===== src/rtl/imm_narrow_if.sv =====
// Handshake and result bundle for the immediate encoder: producer-side value
// stream in, encoded immediate stream out.
interface imm_narrow_if;
  logic        in_valid;
  logic        in_ready;
  logic [15:0] value;
  logic        out_valid;
  logic        out_ready;
  logic [10:0] imm;
  logic [1:0]  sel;
  logic        sign_ext;
  logic        fits;
  logic [7:0]  miss_count;

  modport master (
    output in_valid, value, out_ready,
    input  in_ready, out_valid, imm, sel, sign_ext, fits, miss_count
  );

  modport slave (
    input  in_valid, value, out_ready,
    output in_ready, out_valid, imm, sel, sign_ext, fits, miss_count
  );
endinterface


===== src/rtl/imm_narrow.sv =====
// Two-stage immediate encoder: picks the narrowest (width, extension) pair that
// the 16-bit immediate extender expands back to exactly the presented value.
module imm_narrow #(
  parameter bit ALLOW_ZERO = 1'b1
) (
  input  logic        clk,
  input  logic        rst_n,
  imm_narrow_if.slave bus
);

  // Result packing: {fits, sel[1:0], sign_ext, imm[10:0]}
  function automatic logic [14:0] encode(input logic [15:0] v);
    logic [14:0] res;
    if ((&v[15:4]) || !(|v[15:4])) begin
      res = {1'b1, 2'b00, 1'b1, 6'd0, v[4:0]};
    end else if (ALLOW_ZERO && !(|v[15:5])) begin
      res = {1'b1, 2'b00, 1'b0, 6'd0, v[4:0]};
    end else if ((&v[15:7]) || !(|v[15:7])) begin
      res = {1'b1, 2'b01, 1'b1, 3'd0, v[7:0]};
    end else if (ALLOW_ZERO && !(|v[15:8])) begin
      res = {1'b1, 2'b01, 1'b0, 3'd0, v[7:0]};
    end else if ((&v[15:10]) || !(|v[15:10])) begin
      res = {1'b1, 2'b10, 1'b1, v[10:0]};
    end else if (ALLOW_ZERO && !(|v[15:11])) begin
      res = {1'b1, 2'b10, 1'b0, v[10:0]};
    end else begin
      res = {1'b0, 2'b11, 1'b0, 11'd0};
    end
    return res;
  endfunction

  logic        s1_valid_r;
  logic [15:0] s1_value_r;
  logic        s2_valid_r;
  logic [14:0] result_r;
  logic [7:0]  miss_count_r;
  logic        s2_adv_s;
  logic        in_ready_s;
  logic        miss_take_s;

  // S2 may load whenever it is empty or its result is being consumed this cycle.
  assign s2_adv_s    = !s2_valid_r || bus.out_ready;
  assign in_ready_s  = !s1_valid_r || s2_adv_s;
  assign miss_take_s = s2_valid_r && bus.out_ready && !result_r[14];

  // Stage 1: capture the incoming value
  always_ff @(posedge clk or negedge rst_n) begin
    if (!rst_n) begin
      s1_valid_r <= 1'b0;
      s1_value_r <= 16'd0;
    end else if (in_ready_s) begin
      s1_valid_r <= bus.in_valid;
      if (bus.in_valid) begin
        s1_value_r <= bus.value;
      end
    end
  end

  // Stage 2: registered encoding, held while the consumer stalls
  always_ff @(posedge clk or negedge rst_n) begin
    if (!rst_n) begin
      s2_valid_r <= 1'b0;
      result_r   <= 15'd0;
    end else if (s2_adv_s) begin
      s2_valid_r <= s1_valid_r;
      if (s1_valid_r) begin
        result_r <= encode(s1_value_r);
      end
    end
  end

  // Saturating count of delivered no-fit results
  always_ff @(posedge clk or negedge rst_n) begin
    if (!rst_n) begin
      miss_count_r <= 8'd0;
    end else if (miss_take_s && (miss_count_r != 8'hFF)) begin
      miss_count_r <= miss_count_r + 8'd1;
    end
  end

  assign bus.in_ready   = in_ready_s;
  assign bus.out_valid  = s2_valid_r;
  assign bus.fits       = result_r[14];
  assign bus.sel        = result_r[13:12];
  assign bus.sign_ext   = result_r[11];
  assign bus.imm        = result_r[10:0];
  assign bus.miss_count = miss_count_r;

endmodule


===== src/flat_wrapper.sv =====
// flat-port wrapper written by rule: the top's interface ports become plain ports
module imm_narrow_flat 
#(
  parameter bit ALLOW_ZERO = 1'b1
)
  (clk, rst_n, bus_in_valid, bus_value, bus_out_ready, bus_in_ready, bus_out_valid, bus_imm, bus_sel, bus_sign_ext, bus_fits, bus_miss_count);
  imm_narrow_if bus_i ();
  input  logic clk;
  input  logic rst_n;
  input wire logic [$bits(bus_i.in_valid)-1:0] bus_in_valid;
  input wire logic [$bits(bus_i.value)-1:0] bus_value;
  input wire logic [$bits(bus_i.out_ready)-1:0] bus_out_ready;
  output wire logic [$bits(bus_i.in_ready)-1:0] bus_in_ready;
  output wire logic [$bits(bus_i.out_valid)-1:0] bus_out_valid;
  output wire logic [$bits(bus_i.imm)-1:0] bus_imm;
  output wire logic [$bits(bus_i.sel)-1:0] bus_sel;
  output wire logic [$bits(bus_i.sign_ext)-1:0] bus_sign_ext;
  output wire logic [$bits(bus_i.fits)-1:0] bus_fits;
  output wire logic [$bits(bus_i.miss_count)-1:0] bus_miss_count;
  assign bus_i.in_valid = bus_in_valid;
  assign bus_i.value = bus_value;
  assign bus_i.out_ready = bus_out_ready;
  assign bus_in_ready = bus_i.in_ready;
  assign bus_out_valid = bus_i.out_valid;
  assign bus_imm = bus_i.imm;
  assign bus_sel = bus_i.sel;
  assign bus_sign_ext = bus_i.sign_ext;
  assign bus_fits = bus_i.fits;
  assign bus_miss_count = bus_i.miss_count;
  imm_narrow #(.ALLOW_ZERO(ALLOW_ZERO)) u_core (.clk(clk), .rst_n(rst_n), .bus(bus_i));
endmodule

===== config.mk =====
export PLATFORM = sky130hd
export DESIGN_NAME = imm_narrow_flat
export DESIGN_NICKNAME = d
export VERILOG_FILES = /design/src/rtl/imm_narrow_if.sv /design/src/rtl/imm_narrow.sv /design/src/flat_wrapper.sv
export SDC_FILE = /design/constraint.sdc
export NUM_CORES = 1
export LEC_CHECK = 0
export ABC_AREA = 1
export ABC_CLOCK_PERIOD_IN_PS = 1300
export BUFFER_PORTS_ARGS = -buffer_cell sky130_fd_sc_hd__buf_2
export CAP_MARGIN = 20
export CORE_MARGIN = 2
export CORE_UTILIZATION = 50
export CTS_BUF_LIST = sky130_fd_sc_hd__clkbuf_4 sky130_fd_sc_hd__clkbuf_8
export DETAILED_ROUTE_END_ITERATION = 10
export HOLD_SLACK_MARGIN = 0.15
export PLACE_DENSITY = 0.77
export SYNTH_ARGS = -nofsm -noshare
export SYNTH_HDL_FRONTEND = slang
export SYNTH_SLANG_ARGS = --single-unit

===== constraint.sdc =====
create_clock -name clk -period 1.3 [get_ports clk]
set_input_delay 0.26 -clock clk [delete_from_list [all_inputs] [get_ports clk]]
set_output_delay 0.26 -clock clk [all_outputs]
set_load 0.05 [all_outputs]

Word-level counts from Yosys, hierarchy flattened
Index checks and enable logic that the tools add are counted.
{ "op_classes": {"n_reduce_logical": 25, "n_addsub": 1, "n_eq_ne": 1, "muxes": 6} }
{ "ops": {"columns": ["cell", "n"], "rows": [
  ["$mux W15", 6],
  ["$reduce_and A12 Y1", 1],
  ["$reduce_or A12 Y1", 1],
  ["$reduce_or A11 Y1", 1],
  ["$reduce_and A9 Y1", 1],
  ["$reduce_or A9 Y1", 1],
  ["$add A8 B1 Y8 const B", 1],
  ["$ne A8 B8 Y1 const B", 1],
  ["$reduce_or A8 Y1", 1],
  ["$logic_not A1 Y1", 6],
  ["$reduce_and A6 Y1", 1],
  ["$reduce_or A6 Y1", 1],
  ["$logic_or A1 B1 Y1", 5],
  ["$reduce_or A5 Y1", 1],
  ["$reduce_and A2 Y1", 2],
  ["$logic_and A1 B1 Y1", 3]
]} }
{ "totals": {"output_inout_bits": 25, "reg_bits": 41} }

Logic depth before layout (Yosys ltp)
Gate-level depths: netlist (run 1).
{ "logic_depth": {"depth_word": 8, "mapped_depth": 8} }

Worst setup path before layout (run 1)
OpenSTA, ideal clock, no wires.
{ "synth_path": {"kind": "register to register", "from": "register u_core.s2_valid_r (netlist: u_core.bus.out_valid)", "to": "register u_core.s1_value_r[0]", "period_less_slack_ps": 1886, "setup_time_ps": 125, "path_slack_ps": -586, "t_required_ps": 1175, "path_buffers": 1, "path_stages_with_launch": 5, "arrival_ps": 1762, "path_cell_list": "dfrtp_1 nand3_2 nand2_2 buf_4 mux2_2"} }
{ "synth_via": {"elab_chain_cells": 4} }
{ "synth_rtl": {"columns": ["element", "line_no", "rtl"], "rows": [
  ["start, declared", "imm_narrow.sv:34", "logic s2_valid_r;"],
  ["start signal, assigned", "imm_narrow.sv:65", "s2_valid_r <= s1_valid_r;"],
  ["$logic_not A1 Y1", "imm_narrow.sv:42", "assign s2_adv_s = !s2_valid_r || bus.out_ready;"],
  ["$logic_or A1 B1 Y1", "imm_narrow.sv:42", null],
  ["$logic_or A1 B1 Y1", "imm_narrow.sv:43", "assign in_ready_s = !s1_valid_r || s2_adv_s;"],
  ["named net bus_in_ready", "flat_wrapper.sv:13", "output wire logic [$bits(bus_i.in_ready)-1:0] bus_in_ready;"],
  ["$reduce_and A2 Y1 (no source line)", null, null],
  ["end signal, assigned", "imm_narrow.sv:54", "s1_value_r <= bus.value;"],
  ["end, declared", "imm_narrow.sv:33", "logic [15:0] s1_value_r;"]
]} }
The timed path passes the listed nets, and every way through them passes these cells.
A chain may end at the register's enable or synchronous reset.

Final worst setup path (run 1)
{ "layout_path": {"from": "register u_core.s1_value_r[7]", "to": "register u_core.result_r[7]"} }
{ "layout_via": {"elab_chain_cells": 6, "word_cells_on_any_way": 15, "classes_between": "6 x mux; 9 x reduce/logical"} }
{ "layout_rtl": {"columns": ["element", "line_no", "rtl"], "rows": [
  ["$reduce_or A9 Y1 / $mux W15 (equally long branches)", "imm_narrow.sv:18, imm_narrow.sv:24", null],
  ["$logic_not A1 Y1 / $mux W15 (equally long branches)", "imm_narrow.sv:18, imm_narrow.sv:22", null],
  ["$logic_or A1 B1 Y1 / $mux W15 (equally long branches)", "imm_narrow.sv:18, imm_narrow.sv:20", null],
  ["$mux W15", "imm_narrow.sv:18", "end else if ((&v[15:7]) || !(|v[15:7])) begin"],
  ["$mux W15", "imm_narrow.sv:16", "end else if (ALLOW_ZERO && !(|v[15:5])) begin"],
  ["$mux W15 (*)", "imm_narrow.sv:14", "if ((&v[15:4]) || !(|v[15:4])) begin"],
  ["end signal, assigned", "imm_narrow.sv:67", "result_r <= encode(s1_value_r);"],
  ["end, declared", "imm_narrow.sv:35", "logic [14:0] result_r;"]
]} }
Every way passes the cells marked *; elsewhere a longest branch is shown, timed or not.

==> impl_metrics.toml, run 1 <==
[worst_hold_path]
min_path_cells = 2
hold_path_class = "primary input to register"
min-delay-start = "bus_value[0]"
min_to = "u_core.s1_value_r[0]$_DFFE_PN0P_"

[setup_path]
path_max_fanout = 7
cp_cell_sequence = "nor2_1 -> nand3_1 -> nor2_1 -> nand2_2 -> nand2_2 -> nor2_4 -> nand3_2 -> nand2_2"
timing.rr.end = "u_core.result_r[7]$_DFFE_PN0P_"
path_common_cell = "nand2_2"
max_stage_delay_ns = 0.45
crit_family = "simple AND/OR/NAND/NOR gates"
cp-start-kind = "register"
crit_path_end_kind = "register"
path_buf_inv = 0
cp_data_required_time_ns = 1.49
crit_arrival_ns = 1.50
critPathKind = "register to register"
r2r_start = "u_core.s1_value_r[7]$_DFFE_PN0P_"
critPathSlowestCell = "dfrtp_1"
r2r_setup_slack_ns = -0.007
rr_worst_depth = 8

[timing]
max_freq_ghz = 0.765
min_period_over_period_pct = 101
relSlewSlack_pct = 83.4
finalMaxSlewViolations = 0
tightestPinTransition_ns = 0.251
clock_skew_ns = 0.00832
final_hold_viol_count = 0
finalCriticalPeriod_ns = 1.31
rsz0062_at_grt = "yes"
setup_viol = 2
fin_ws_ns = -0.00731

[route]
drt_iter0_drc = 79
wl_per_cell_um = 12.8
first_pass_iters = 5
drt-total-wl_um = 4130
drc = 0
final_antenna_net_count = 0
vias_per_cell = 5.01
via_count = 1623

[floorplanning]
initial_core_util_pct = 51.8
ios = 45
die_area_sq_um = 4300
die_w_um = 65.6
core_area_sq_um = 3660
row_count = 22
die_h_um = 65.6

[yosys]
synthXorXnorAreaFrac_pct = 2.77
avgSynthCellArea_sq_um = 9.11
syn_inst = 208
synth_top_family_by_area = "simple AND/OR/NAND/NOR gates"
syn_area_sq_um = 1900
ys_warn_count = 0
synth_nets = 229
yosys.area_share.simple_pct = 27.2
synth_compound_area_share_pct = 4.16
synth_cell_types = 28
synthAdderAreaFrac_pct = 0.660
synth.area.mux_share_pct = 6.53
synth-seq-cells = 41
yosysSeqAreaShare_pct = 54.1

[placement]
hpwl_um = 2890
place.gp.congestion = 0.837
dp_cells = 308
io_buffer_count = 44

[clock_tree]
htree_levels = 2
cts_buffers = 5
clk_root_buffer_cell = "clkbuf_8"
cts_tree = "built"
clk_path_buf_depth = 2
clock_latency_ns = 0.29
clock-sinks = 41
clkSlewWorstSetupHoldPaths_ns = 0.07

[layout]
instances_no_fill = 324
final_core_util_pct = 73.1
layout_common_cells = "nand2_1, buf_2, dfrtp_1"
drive_gt1_share_pct = 46.4
fillers = 262
diodes = 0
final_nets = 296
final_common_cell = "nand2_1"
area_growth_pct = 41.2

[power_and_ir_drop]
irDropWorstVdd_mv = 0.870
leakagePower_nw = 1.39
power-per-cell-area_nw_per_um2 = 1650

[global_route]
overflow = 0
grt_max_degree = 42
antenna_found_initial = 0
grt_pass1_wl_um = 6600
grt_pass1_vias = 1556
track_usage_pct = 20.2

[job]
cap_violations = 0

[outcome]
violations = "negative setup slack"
outcome = "finished, violations left"
==> routing by layer <==
metal / global-route usage, % / vias to the layer above / routed length, um
met5: 0 / - / 0
met4: 7.03 / 0 / 84
met3: 4.62 / 10 / 170
met2: 35.5 / 49 / 2170
met1: 24.4 / 758 / 1700
li1: - / 806 / -
==> layout make-up <==
| class | count | area, sq um | share of cell area [%] |
|---|---|---|---|
| Clock buffer | 7 | 90.1 | 3.37 |
| Clock inverter | 1 | 30.0 | 1.12 |
| Inverter | 14 | 52.6 | 1.96 |
| Multi-Input combinational cell | 148 | 961 | 35.9 |
| Sequential cell | 41 | 1040 | 38.8 |
| Tap cell | 48 | 60.1 | 2.24 |
| Timing Repair Buffer | 65 | 444 | 16.6 |
==> repair_timing <==
item / CTS / global route
setup endpoints to repair: 9 / 24
resized for setup: 8 / 40
hold buffers: 1 / 0
pin swaps: 0 / 10
hold endpoints to repair: 41 / 0
buffers inserted: 0 / 7
==> logic make-up after synthesis <==
logic type               Yosys count
XOR/XNOR                           6
AND/OR/NAND/NOR                  116
flip-flops                        41
buffers and inverters             19
multiplexers                      11
AO/OA/AOI/OAI                     14
adder cells (fa/ha/maj)            1
==> state kept, by name, summed over array words and instances (netlist names) <==
signal	cells
u_core.bus.miss_count	8
u_core.s1_valid_r	1
u_core.bus.out_valid	1
u_core.s1_value_r	16
u_core.result_r	15
==> worst max path at each step <==
stage	end	from	cells after the start	slack [ns]
2_1_floorplan	u_core.s1_value_r[0]$_DFFE_PN0P_	u_core.bus.out_valid$_DFFE_PN0P_	4	-0.22
3_3_place_gp	u_core.s1_value_r[13]$_DFFE_PN0P_	bus_out_ready	5	0.05
3_5_place_dp	u_core.bus.miss_count[5]$_DFFE_PN0P_	u_core.bus.miss_count[1]$_DFFE_PN0P_	6	-0.005
4_1_cts	bus_in_ready	u_core.bus.out_valid$_DFFE_PN0P_	2	0.003
5_1_grt	u_core.result_r[6]$_DFFE_PN0P_	u_core.s1_value_r[6]$_DFFE_PN0P_	8	-0.04
6_report	u_core.result_r[7]$_DFFE_PN0P_	u_core.s1_value_r[7]$_DFFE_PN0P_	8	-0.007
==> power breakdown <==
part / switching [mW] / internal [mW]
clock network: 0.405 / 0.646
logic: 0.976 / 0.659
registers: 0.234 / 1.50
==> cell usage after synthesis <==
cell,instances,share of area [%]
buf_6,1,0.59
nand3_2,2,1.1
and2_1,1,0.33
nand2_2,2,0.66
inv_2,3,0.59
nand4_1,2,0.66
nand4_2,1,0.66
ha_1,1,0.66
buf_2,3,0.79
dfrtp_1,41,54
o21ai_2,1,0.46
xor2_1,2,0.92
nand3b_1,1,0.40
nor2_4,1,0.59
o21ai_0,4,1.1
nor3_1,3,0.79
a21oi_1,6,1.6
nand2_4,1,0.59
o31ai_1,2,0.79
nand2_1,64,13
nand3_1,17,4.5
o21ai_1,1,0.26
nor2_1,20,4.0
nor2_2,1,0.33
xnor2_1,4,1.8
mux2_2,11,6.5
buf_4,1,0.40
inv_1,11,2.2
==> stage by stage <==
stage | instance area (sq um) | power [mW] | hold WS [ns] | setup WS (ns) | TNS [ns]
after floorplan | 1980 | 2.69 | -0.0356 | -0.222 | -2.97
after global placement | 2330 | 3.09 | 0.247 | 0.0487 | 0
after detailed placement | 2330 | 3.12 | 0.254 | -0.00525 | -0.00525
after CTS | 2490 | 4.23 | 0.196 | 0.00278 | 0
after global routing | 2680 | 4.64 | 0.185 | -0.0424 | -0.305
final | 2680 | 4.42 | 0.196 | -0.00731 | -0.00775
No activity file was read; power rests on OpenSTA's default activity.
==> run 2, diff against run 1 <==
Settings changed: CELL_PAD_IN_SITES_DETAIL_PLACEMENT set to 0, CELL_PAD_IN_SITES_GLOBAL_PLACEMENT set to 2, CORE_UTILIZATION 50 to 30, PLACE_DENSITY 0.77 to 0.8.
==> run 2 against run 1 <==
Compared with the run above: the flow still finishes with violations (negative setup slack); first-iteration DRC count decreased by 49%; clock power decreased by 15%; final cell count increased by 9.3%; total power decreased by 1.9%; utilization decreased by 28 points; sequential power about the same; combinational power increased by 6%; largest power group is now combinational cells; sequential share of layout area decreased by 0.91 points; wire length increased by 12%; global-route usage decreased by 6.5 points; non-clock buffer count increased by 2; design area increased by 2.2%; critical path type is now register to output port.
==> impl_metrics.toml, run 2 (same netlist as run 1, synthesis figures left out) <==
[outcome]
outcome = "finished, violations left"
violations = "negative setup slack"

[clock_tree]
cts_buffers = 5
clock-sinks = 41
cts_tree = "built"
clk_root_buffer_cell = "clkbuf_8"
htree_levels = 2
clock_latency_ns = 0.29
clkSlewWorstSetupHoldPaths_ns = 0.08
clk_path_buf_depth = 2

[setup_path]
crit_arrival_ns = 1.04
cp_data_required_time_ns = 1.04
path_max_fanout = 4
r2r_start = "u_core.s1_value_r[14]$_DFFE_PN0P_"
crit_start = "u_core.bus.out_valid$_DFFE_PN0P_"
crit_path_end_kind = "output port"
r2r_setup_slack_ns = 0.03
critPathKind = "register to output port"
cp-start-kind = "register"

[layout]
fin_area_sq_um = 2730
final_common_cell = "nand2_1"
area_growth_pct = 44.2
largest_reg_flops = 16
diodes = 0
drive_gt1_share_pct = 45.2
layout_common_cells = "nand2_1, buf_2, dfrtp_1"
final_nets = 299
regMostFlops = "u_core.s1_value_r"

[route]
wl_per_cell_um = 13.1
final_antenna_net_count = 0
drc = 0
via_count = 1652
drt_iter0_drc = 40
first_pass_iters = 2
vias_per_cell = 4.67
drt-total-wl_um = 4630

[timing]
min_period_over_period_pct = 100
clock_skew_ns = 0.0124
setup_viol = 1
relSlewSlack_pct = 82.6
tightestPinTransition_ns = 0.262
finalCriticalPeriod_ns = 1.30
final_hold_viol_count = 0
finalMaxSlewViolations = 0
rsz0062_at_grt = "yes"
tns_ns = -0.00117
fin_ws_ns = -0.00117
max_freq_ghz = 0.769

[floorplanning]
die_w_um = 83.5
die_area_sq_um = 6970
initial_core_util_pct = 31.5
row_count = 28
core_area_sq_um = 6030
die_h_um = 83.5
ios = 45

[worst_hold_path]
min-delay-start = "bus_value[8]"
hold_path_class = "primary input to register"

[placement]
place_area_sq_um = 2390
dpl_worst_slack_ns = 0.0136
hpwl_um = 3220
io_buffer_count = 44
place.gp.congestion = 0.727

[global_route]
track_usage_pct = 13.7
antenna_found_initial = 0
grt_max_degree = 42
overflow = 0
grt_pass1_wl_um = 7710
grt_pass1_vias = 1636

[power_and_ir_drop]
irDropWorstVdd_mv = 1.00
report.power.total_mw = 4.33
leakagePower_nw = 1.39
power-per-cell-area_nw_per_um2 = 1580

[job]
cap_violations = 0
[run 2: cell types whose count changed in the layout (fill, tap and decap cells not counted), sizes merged]
cell	delta
bufinv	-1
clkinvlp	+1
buf	+2
nand2	+1
[run 2: per-layer routing]
metal  vias up  wire (um)  GRT usage, %
met4         0         87          4.99
met2        34       2330          22.1
met3        10        148          3.46
met1       798       2060          18.0
li1        810          -             -
met5         -          0             0
[run 2: what timing repair did]
action                                  in CTS  in global routing
hold buffers                                 1                  0
cloned                                       0                  1
pin swaps                                    0                 11
buffers inserted                             1                  4
endpoints found under the setup margin       6                 26
hold endpoints to repair                    41                  0
gates resized for setup                     14                 35
[run 2: stage by stage]
stage	hold WS [ns]	util, %	cells
detailed placement	0.254	39.7	339
global route	0.182	45.4	354
finish	0.197	45.4	354
global placement	0.252	39.7	339
floorplan	-0.0356	-	208
CTS	0.189	42.5	349
[run 2: path summary, 6_finish.rpt]
kind                                                             end  cells after the start
worst max-delay path                                    bus_in_ready                      3
worst min-delay path                u_core.s1_value_r[8]$_DFFE_PN0P_                      2
worst max register to register        u_core.result_r[9]$_DFFE_PN0P_                      7
worst min register to register        u_core.result_r[5]$_DFFE_PN0P_                      2
max in group asynchronous       u_core.bus.miss_count[5]$_DFFE_PN0P_                      3
min in group asynchronous       u_core.bus.miss_count[7]$_DFFE_PN0P_                      3
[run 2: cell type report]
class,count,area (sq um)
Timing Repair Buffer,67,493
Multi-Input combinational cell,149,961
Fill cell,616,3290
Tap cell,75,93.8
Clock buffer,7,90.1
Inverter,14,52.6
Sequential cell,41,1040
Clock inverter,1,7.51
[run 2: worst max-delay path: stages (launching register included)]
cell and delay [ns]:
dfrtp_2 0.44, nand3_4 0.07, buf_6 0.10, buf_8 0.13
[run 2: power breakdown]
group / internal [mW] / switching, mW / leakage [nW]
registers: 1.49 / 0.220 / 0.502
logic: 0.718 / 1.01 / 0.838
clock network: 0.453 / 0.438 / 0.0479
total: 2.66 / 1.67 / 1.39
==> run 3, diff against run 2 <==
Settings changed: CORE_ASPECT_RATIO set to 1.2, SETUP_SLACK_MARGIN set to 0.3.
==> run 3 against run 2 <==
Compared with the run above: the flow now finishes without violations; global-route usage is 0.81 points higher; register-to-register slack hardly changed; setup slack better by 0.018 ns; sequential cell count stayed put; clock skew is 0.0035 ns lower; clock-buffer cell count is 1 higher; final cell count is 10% higher; sequential share of layout area is 5.6 points lower; fmax is 1.4% higher; non-clock buffer count is 30 higher; critical path type is now register to register.
==> impl_metrics.toml, run 3 (same netlist as run 1, synthesis figures left out) <==
[clock_tree]
cts_buffers = 5
htree_levels = 2
clock_latency_ns = 0.29
clk_path_buf_depth = 2
clock-sinks = 41
cts_tree = "built"
clk_root_buffer_cell = "clkbuf_8"
clkSlewWorstSetupHoldPaths_ns = 0.08

[layout]
largest_reg_flops = 16
area_growth_pct = 70.2
final_nets = 329
fin_area_sq_um = 3230
regMostFlops = "u_core.s1_value_r"
final_core_util_pct = 53.0
diodes = 0
layout_common_cells = "nand2_1, buf_4, buf_6, dfrtp_1, buf_2"
final_common_cell = "nand2_1"
drive_gt1_share_pct = 58.9

[floorplanning]
die_h_um = 91.1
row_count = 31
initial_core_util_pct = 31.1
ios = 45
die_area_sq_um = 6970
die_w_um = 76.6
core_area_sq_um = 6090

[timing]
fin_ws_ns = 0.0165
final_hold_viol_count = 0
finalMaxSlewViolations = 0
clock_skew_ns = 0.00886
relSlewSlack_pct = 84.4
whs_ns = 0.193
max_freq_ghz = 0.779
setup_viol = 0
finalCriticalPeriod_ns = 1.28
tightestPinTransition_ns = 0.233
rsz0062_at_grt = "yes"
min_period_over_period_pct = 98.7

[setup_path]
cp_data_required_time_ns = 1.53
rr_worst_depth = 8
crit_family = "simple AND/OR/NAND/NOR gates"
path_max_fanout = 6
path_common_cell = "nand2_1"
r2r_start = "u_core.s1_value_r[13]$_DFFE_PN0P_"
path_depth = 8
r2r_setup_slack_ns = 0.02
path_buf_inv = 1
crit_path_end_kind = "register"
critPathKind = "register to register"
timing.rr.end = "u_core.result_r[8]$_DFFE_PN0P_"
max_stage_delay_ns = 0.41
cp_cell_sequence = "nand2_1 -> nor2_4 -> nand2_2 -> nand2_4 -> nand3_4 -> inv_2 -> nand3_2 -> nand2_1"
crit_start = "u_core.s1_value_r[13]$_DFFE_PN0P_"
cp-start-kind = "register"
endpoint = "u_core.result_r[8]$_DFFE_PN0P_"
critPathSlowestCell = "dfrtp_1"
crit_arrival_ns = 1.51

[global_route]
track_usage_pct = 14.5
antenna_found_initial = 0
overflow = 0
grt_pass1_wl_um = 7980
grt_max_degree = 42
grt_pass1_vias = 1659

[worst_hold_path]
hold_path_class = "primary input to register"
min-delay-start = "bus_value[11]"

[power_and_ir_drop]
switching_power_mw = 1.75
pwr-share-seq_pct = 36.6
leakagePower_nw = 1.60
pwr-share-clk_pct = 18.3
irDropWorstVdd_mv = 0.575
comb_power_share_pct = 45.1
report.power.total_mw = 4.73
power-per-cell-area_nw_per_um2 = 1470
sw_frac_of_total_pct = 37.1
p_int_mw = 2.97

[route]
via_count = 1723
drt_iter0_drc = 78
wl_per_cell_um = 12.3
drc = 0
final_antenna_net_count = 0
first_pass_iters = 4
drt-total-wl_um = 4810
vias_per_cell = 4.41

[placement]
dpl_worst_slack_ns = 0.00867
place_area_sq_um = 2410
place.gp.congestion = 0.739
io_buffer_count = 44
hpwl_um = 3210

[job]
cap_violations = 0

[outcome]
outcome = "complete, no violations"
run 3: layout make-up:
class,count,area (sq um)
Clock buffer,8,91.3
Fill cell,587,2860
Inverter,14,55.1
Multi-Input combinational cell,149,1070
Sequential cell,41,1040
Tap cell,82,103
Timing Repair Buffer,97,870
run 3: power groups by stage:
stage | logic (mW) | clock network, mW | registers (mW)
floorplan | 0.552 | 0 | 2.16
global placement | 1.45 | 0 | 1.70
detailed placement | 1.46 | 0 | 1.71
CTS | 2.02 | 0.887 | 1.72
global route | 2.29 | 0.931 | 1.76
finish | 2.13 | 0.865 | 1.73
run 3: how the worst min path moves through the flow:
stage	end	slack (ns)	cells past startpoint
6_report	u_core.s1_value_r[11]$_DFFE_PN0P_	0.19	2
3_3_place_gp	u_core.bus.miss_count[6]$_DFFE_PN0P_	0.24	2
4_1_cts	u_core.s1_value_r[11]$_DFFE_PN0P_	0.19	2
5_1_grt	u_core.s1_value_r[12]$_DFFE_PN0P_	0.19	2
3_5_place_dp	u_core.bus.miss_count[6]$_DFFE_PN0P_	0.25	2
2_1_floorplan	u_core.bus.miss_count[0]$_DFFE_PN0P_	-0.04	0
run 3: worst reg2reg max path, delay by kind of cell (launching register included):
family | cells | cell delay (ns)
and+or+nand+nor | 7 | 0.72
DFF | 1 | 0.41
buffers and inverters | 1 | 0.08
run 3: stage by stage:
| step | instances | TNS, ns |
|---|---|---|
| after floorplan | 208 | -2.96 |
| after global placement | 346 | 0 |
| after detailed placement | 346 | 0 |
| after CTS | 380 | 0 |
| after global routing | 391 | -0.557 |
| final | 391 | 0 |
run 3: timing repair:
item                                    4_1_cts  5_1_grt
resized for setup                            93       31
buffers inserted                             24       11
gates cloned                                  1        0
hold buffers                                  1        0
pin swaps                                    27       15
hold endpoints to repair                     41        0
endpoints found under the setup margin       65       65
run 3: layer usage:
layer	GRT usage, %	share of wire (%)	vias to the layer above
met5	0	0	-
met3	3.48	3.7	4
li1	-	-	884
met4	5.91	1.6	0
met2	21.8	48	34
met1	20.2	46	801
